### src/rtl/bank_stream_reader.sv
// bank_stream_reader: read-side master for one byte-wide dual-port bank.
// Walks a contiguous byte region through the bank's combinational read port
// and presents it on a valid/ready byte stream with a last marker.
// Build option BANK_READER_WRAP_EN: regions that run past the top of the bank
// are accepted and the address wraps to 0; otherwise they are rejected.
// mem_addr is registered: the address is issued one cycle before its byte is
// captured, then advanced together with each capture so steady state runs at
// one byte per cycle.

module bank_stream_reader #(
  parameter int DATA_DEPTH   = 4096,
  parameter int STALL_CYCLES = 0
) (
  input  logic                          clk,
  input  logic                          rst_n,
  input  logic                          start,
  input  logic [$clog2(DATA_DEPTH)-1:0] start_addr,
  input  logic [$clog2(DATA_DEPTH):0]   length,
  output logic                          busy,
  output logic                          done,
  output logic                          err,
  output logic [$clog2(DATA_DEPTH)-1:0] mem_addr,
  input  logic [7:0]                    mem_data,
  output logic [7:0]                    m_data,
  output logic                          m_valid,
  input  logic                          m_ready,
  output logic                          m_last
);

  localparam int AW = $clog2(DATA_DEPTH);
  localparam int LW = AW + 1;
  localparam int CW = (STALL_CYCLES > 1) ? $clog2(STALL_CYCLES) : 1;

  typedef enum logic [1:0] {
    S_IDLE  = 2'd0,
    S_FETCH = 2'd1,
    S_WAIT  = 2'd2,
    S_FLUSH = 2'd3
  } state_t;

  state_t        state_r;
  state_t        state_nx_s;

  logic [AW-1:0] ptr_r;
  logic [AW-1:0] mem_addr_r;
  logic [LW-1:0] remaining_r;
  logic [CW-1:0] wait_cnt_r;
  logic          addr_ok_r;
  logic [7:0]    m_data_r;
  logic          m_valid_r;
  logic          m_last_r;
  logic          busy_r;
  logic          done_r;
  logic          err_r;

  logic          len_zero_s;
  logic          len_over_s;
  logic          range_over_s;
  logic          accept_s;
  logic          zero_req_s;
  logic          reject_s;
  logic          out_free_s;
  logic          beat_s;
  logic          fire_s;
  logic          last_fire_s;
  logic          wait_over_s;
  logic          flush_done_s;

  // Classify an incoming request: empty, longer than the bank, or past the top.
  always_comb begin
    len_zero_s = (length == {LW{1'b0}});
    len_over_s = (length > LW'(DATA_DEPTH));
`ifdef BANK_READER_WRAP_EN
    range_over_s = 1'b0;
`else
    range_over_s = (({1'b0, start_addr} + length) > LW'(DATA_DEPTH));
`endif
  end

  // Per-cycle control strobes decoded from the current state and handshake.
  always_comb begin
    accept_s     = 1'b0;
    zero_req_s   = 1'b0;
    reject_s     = 1'b0;
    fire_s       = 1'b0;
    wait_over_s  = 1'b0;
    flush_done_s = 1'b0;
    out_free_s   = !m_valid_r || m_ready;
    beat_s       = m_valid_r && m_ready;
    case (state_r)
      S_IDLE: begin
        if (start) begin
          if (len_over_s || range_over_s) begin
            reject_s = 1'b1;
          end else if (len_zero_s) begin
            zero_req_s = 1'b1;
          end else begin
            accept_s = 1'b1;
          end
        end else begin
          accept_s = 1'b0;
        end
      end
      S_FETCH: fire_s = addr_ok_r && out_free_s;
      S_WAIT:  wait_over_s = (wait_cnt_r == CW'(STALL_CYCLES - 1));
      S_FLUSH: flush_done_s = beat_s && m_last_r;
      default: accept_s = 1'b0;
    endcase
    last_fire_s = fire_s && (remaining_r == LW'(1));
  end

  // Next-state selection.
  always_comb begin
    state_nx_s = state_r;
    case (state_r)
      S_IDLE: begin
        if (accept_s) begin
          state_nx_s = S_FETCH;
        end else begin
          state_nx_s = S_IDLE;
        end
      end
      S_FETCH: begin
        if (last_fire_s) begin
          state_nx_s = S_FLUSH;
        end else if (fire_s && (STALL_CYCLES > 0)) begin
          state_nx_s = S_WAIT;
        end else begin
          state_nx_s = S_FETCH;
        end
      end
      S_WAIT: begin
        if (wait_over_s) begin
          state_nx_s = S_FETCH;
        end else begin
          state_nx_s = S_WAIT;
        end
      end
      S_FLUSH: begin
        if (flush_done_s) begin
          state_nx_s = S_IDLE;
        end else begin
          state_nx_s = S_FLUSH;
        end
      end
      default: state_nx_s = S_IDLE;
    endcase
  end

  // State register.
  always_ff @(posedge clk) begin
    if (!rst_n) begin
      state_r <= S_IDLE;
    end else begin
      state_r <= state_nx_s;
    end
  end

  // Request, address, wait-counter and stream output registers.
  always_ff @(posedge clk) begin
    if (!rst_n) begin
      ptr_r       <= {AW{1'b0}};
      mem_addr_r  <= {AW{1'b0}};
      remaining_r <= {LW{1'b0}};
      wait_cnt_r  <= {CW{1'b0}};
      addr_ok_r   <= 1'b0;
      m_data_r    <= 8'h00;
      m_valid_r   <= 1'b0;
      m_last_r    <= 1'b0;
      busy_r      <= 1'b0;
      done_r      <= 1'b0;
      err_r       <= 1'b0;
    end else begin
      done_r <= zero_req_s || flush_done_s;
      err_r  <= reject_s;

      if (accept_s) begin
        busy_r <= 1'b1;
      end else if (flush_done_s) begin
        busy_r <= 1'b0;
      end

      // First FETCH cycle only issues the address; later captures advance it.
      if (accept_s) begin
        ptr_r       <= start_addr;
        remaining_r <= length;
        addr_ok_r   <= 1'b0;
      end else if ((state_r == S_FETCH) && !addr_ok_r) begin
        mem_addr_r  <= ptr_r;
        addr_ok_r   <= 1'b1;
      end else if (fire_s) begin
        ptr_r       <= ptr_r + AW'(1);
        remaining_r <= remaining_r - LW'(1);
        mem_addr_r  <= last_fire_s ? ptr_r : (ptr_r + AW'(1));
      end

      if (fire_s) begin
        wait_cnt_r <= {CW{1'b0}};
      end else if (state_r == S_WAIT) begin
        wait_cnt_r <= wait_cnt_r + CW'(1);
      end

      if (fire_s) begin
        m_data_r  <= mem_data;
        m_valid_r <= 1'b1;
        m_last_r  <= last_fire_s;
      end else if (beat_s) begin
        m_valid_r <= 1'b0;
        m_last_r  <= 1'b0;
      end
    end
  end

  assign busy     = busy_r;
  assign done     = done_r;
  assign err      = err_r;
  assign mem_addr = mem_addr_r;
  assign m_data   = m_data_r;
  assign m_valid  = m_valid_r;
  assign m_last   = m_last_r;

endmodule

### config.mk
export PLATFORM = sky130hd
export DESIGN_NAME = bank_stream_reader
export DESIGN_NICKNAME = d
export VERILOG_FILES = /design/src/rtl/bank_stream_reader.sv
export SDC_FILE = /design/constraint.sdc
export NUM_CORES = 1
export LEC_CHECK = 0
export CAP_MARGIN = 20
export CORE_MARGIN = 8
export CORE_UTILIZATION = 57
export DETAILED_ROUTE_END_ITERATION = 10
export GPL_TIMING_DRIVEN = 1
export HOLD_SLACK_MARGIN = 0.03
export PLACE_DENSITY = 0.92
export SLEW_MARGIN = 20
export SYNTH_ARGS = -nofsm -noshare
export SYNTH_HDL_FRONTEND = slang
export SYNTH_SLANG_ARGS = --single-unit
### constraint.sdc
create_clock -name clk -period 4.85 [get_ports clk]
set_input_delay 1.2125 -clock clk [delete_from_list [all_inputs] [get_ports clk]]
set_output_delay 1.2125 -clock clk [all_outputs]
set_load 0.03 [all_outputs]
==> results of run 1 <==
-- kinds of logic after synthesis --
kind of cell / after synthesis
adders and majority gates: 16
and+or+nand+nor: 179
muxes: 26
AOI/OAI and AO/OA: 68
buffers and inverters: 24
xor gates and xnor gates: 39
DFF: 54
-- cells in the mapped netlist (all sizes together), types with 8 or more instances --
library cell,n
xnor2,22
nand2,91
clkbuf,13
a21oi,23
dfxtp,54
ha,15
nand2b,8
nor2,30
o21ai,9
mux2i,26
a211oi,15
xor2,17
and3,8
-- metal layers --
metal / GRT usage [%] / vias to the layer above
li1: - / 1526
met1: 23.3 / 1403
met2: 32.0 / 97
met3: 4.85 / 10
met4: 4.97 / 0
met5: 0 / -
-- cell type report --
cell class,instances,area [sq um]
sequential,54,1080
inverter,7,26.3
timing repair buffer,65,641
multi-input combinational,328,2130
clock inverter,1,7.51
clock buffer,6,72.6
fill,471,1730
tap,75,93.8
-- power groups by stage --
stage	combinational, uW	sequential [uW]	clock, uW
final	264	488	232
after global routing	288	493	255
after CTS	264	488	237
after detailed placement	262	498	0
after global placement	260	497	0
after floorplan	157	515	0
-- metrics by stage --
| step | total power, uW | cell area, sq um | instances | util, % |
|---|---|---|---|---|
| 2_1_floorplan | 672 | 3330 | 406 | - |
| 3_3_place_gp | 757 | 3970 | 529 | 68.7 |
| 3_5_place_dp | 761 | 3970 | 529 | 68.7 |
| 4_1_cts | 989 | 4050 | 536 | 70.1 |
| 5_1_grt | 1040 | 4050 | 536 | 70.1 |
| 6_report | 985 | 4050 | 536 | 70.1 |
-- flip-flops by register name (all words and copies together) (netlist names) --
name / flops
remaining_r: 13
mem_addr: 12
ptr_r: 12
m_data: 8
state_r: 2
addr_ok_r: 1
busy: 1
done: 1
err: 1
m_last: 1
m_valid: 1
wait_cnt_r: 1
-- final timing paths --
kind	start	to	slack [ns]	cells after the start
worst max register to register	state_r[0]	remaining_r[12]	2.19	8
worst max-delay path	length[0]	ptr_r[8]	0.71	12
worst min-delay path	m_data[3]	m_data[3]	0.46	2
worst min register to register	m_data[3]	m_data[3]	0.46	2
-- critical path, stage by stage --
cell and delay, ns:
clkdlybuf4s50_1 0.46, ha_1 0.25, fa_1 0.41, a21o_1 0.21
and4_1 0.23, nor3_1 0.17, o221ai_1 0.14, nor4_2 0.24
a21oi_1 0.17, o22ai_2 0.19, buf_4 0.42, mux2i_1 0.25
==> results.tsv, run 1 <==
metric	value	unit
status	finished, final reports clean	
Worst Path Arrival	4.36	ns
skew final	0.00770	ns
P&R area growth vs syn	21.9	%
DR pass1 iterations	4	
Final Setup Violations	0	
Tot GR Track Use	18.9	%
FFs w/ async S/R, synth	0	%
Routed WL	8070	microns
Metal-1 WL	3620	microns
pin count of the biggest net entering global routing	56	
post-synthesis mux area share	7.83	%
crit share post-route	85.4	%
first-pass GRT wire length	13500	microns
gp weighted congestion	0.883	
commonest cells after routing, fill and taps aside	nand2_1, clkdlybuf4s50_1, dfxtp_1	
final-report hold violation count	0	
worst min path class	register to register	
RSZ-0062 raised after global routing	false	
antenna diode count	0	
commonest non-fill, non-tap cell in the layout	nand2_1	
clock buffer depth	2	
Slew Viols, Final	0	
WL met3	573	microns
register share of total power	49.6	%
clock sinks	54	
Peak VDD IR	128	uV
vias in the first global route	2929	
Worst-Margin Slew	0.645	ns
worst-skew pair later-pin latency	0.30	ns
DP HPWL	6280	microns
Adder-Cell Fraction of Synth Area	6.25	%
Comb power frac	26.8	%
Initial DRC Count	242	
CTS clk-pin slew, worst paths	0.09	ns
largest cells by area after synthesis	dfxtp_1, nand2_1, mux2i_1	
Cell Area, Synth	0.00333	sq mm
Clk network pwr share	23.6	%
power density over the cells	243	mW/mm^2
Synth Instances	406	
Post-CTS Setup Inserts	0	
CTS Buf Count	5	
number of cells upsized or downsized after cts	0	
DIE AREA	0.00853	sq mm
CTS H-tree depth	2	
vias per cell	5.66	
top sig layer	met4	
max-cap viol count	0	
CP Max Fanout	28	
Yosys reg bits	54	
sw frac	30.0	%
Slew HR	56.7	%
Root Driver	clkbuf_8	
fraction of layout cells with a size suffix above 1	6.07	%
CP endpoint kind	register	
Chip Height	92.4	microns
ys flop type	dfxtp_1	
share of the synthesized area in the top cell type	32.5	%
DR DRC count	0	
EDFF count, synth	0	
critical path launch point type	input port	
post-synthesis simple-gate area fraction	26.0	%
fmax	241	MHz
required time at the worst-slack endpoint	5.07	ns
initial antenna violation count	0	
Sw Pwr	296	uW
Synth Area in Compound Gates	13.6	%
Synth Area in XOR/XNOR	10.3	%
TNS Setup	0	ns
Synth cell types	50	
Syn Area/Cell	8.19	sq um
Final Net Count	514	
dpl ws	0.417	ns
Ports	62	
Final Worst Setup Slack	0.708	ns
kind of critical path	input port to register	
internal power	689	uW
Mapped Nets	459	
YS warnings	0	
gr ovfl total	0	
WHS	0.460	ns
Site Rows	28	
Port Buffers	61	
Post-CTS Hold Buffers	0	
die extent in x	92.4	microns
wire per inst	15.0	microns
met2 wire len	3780	microns
vias post-DR	3036	
Initial Util	57.5	%
Seq/Total Area, Yosys	32.5	%
core area	0.00578	sq mm
Final ANT Viol Nets	0	
largest family of logic cells by synthesized area	simple AND/OR/NAND/NOR gates	
Synth area leader	dfxtp_1	
static leakage	0.00150	uW
final period demand of the worst path	4.14	ns
TritonCTS clock tree	done	
Power figures use the tool's default switching activity.
==> inputs of run 2 (changes only) <==
--- a/config.mk
+++ b/config.mk
@@ -12,7 +12,7 @@
 export GPL_TIMING_DRIVEN = 1
 export HOLD_SLACK_MARGIN = 0.03
 export PLACE_DENSITY = 0.92
-export SLEW_MARGIN = 20
+export SLEW_MARGIN = 30
 export SYNTH_ARGS = -nofsm -noshare
 export SYNTH_HDL_FRONTEND = slang
 export SYNTH_SLANG_ARGS = --single-unit
==> constraint.sdc (replaced) <==
create_clock -name clk -period 4.85 [get_ports clk]
set_input_delay 1.2125 -clock clk [delete_from_list [all_inputs] [get_ports clk]]
set_output_delay 1.2125 -clock clk [all_outputs]
set_load 0.02 [all_outputs]
==> results of run 2 <==
The final DEF is identical to that of run 1. Status: finished, final reports clean.
Main changes from that run: total power 985 uW -> 977 uW
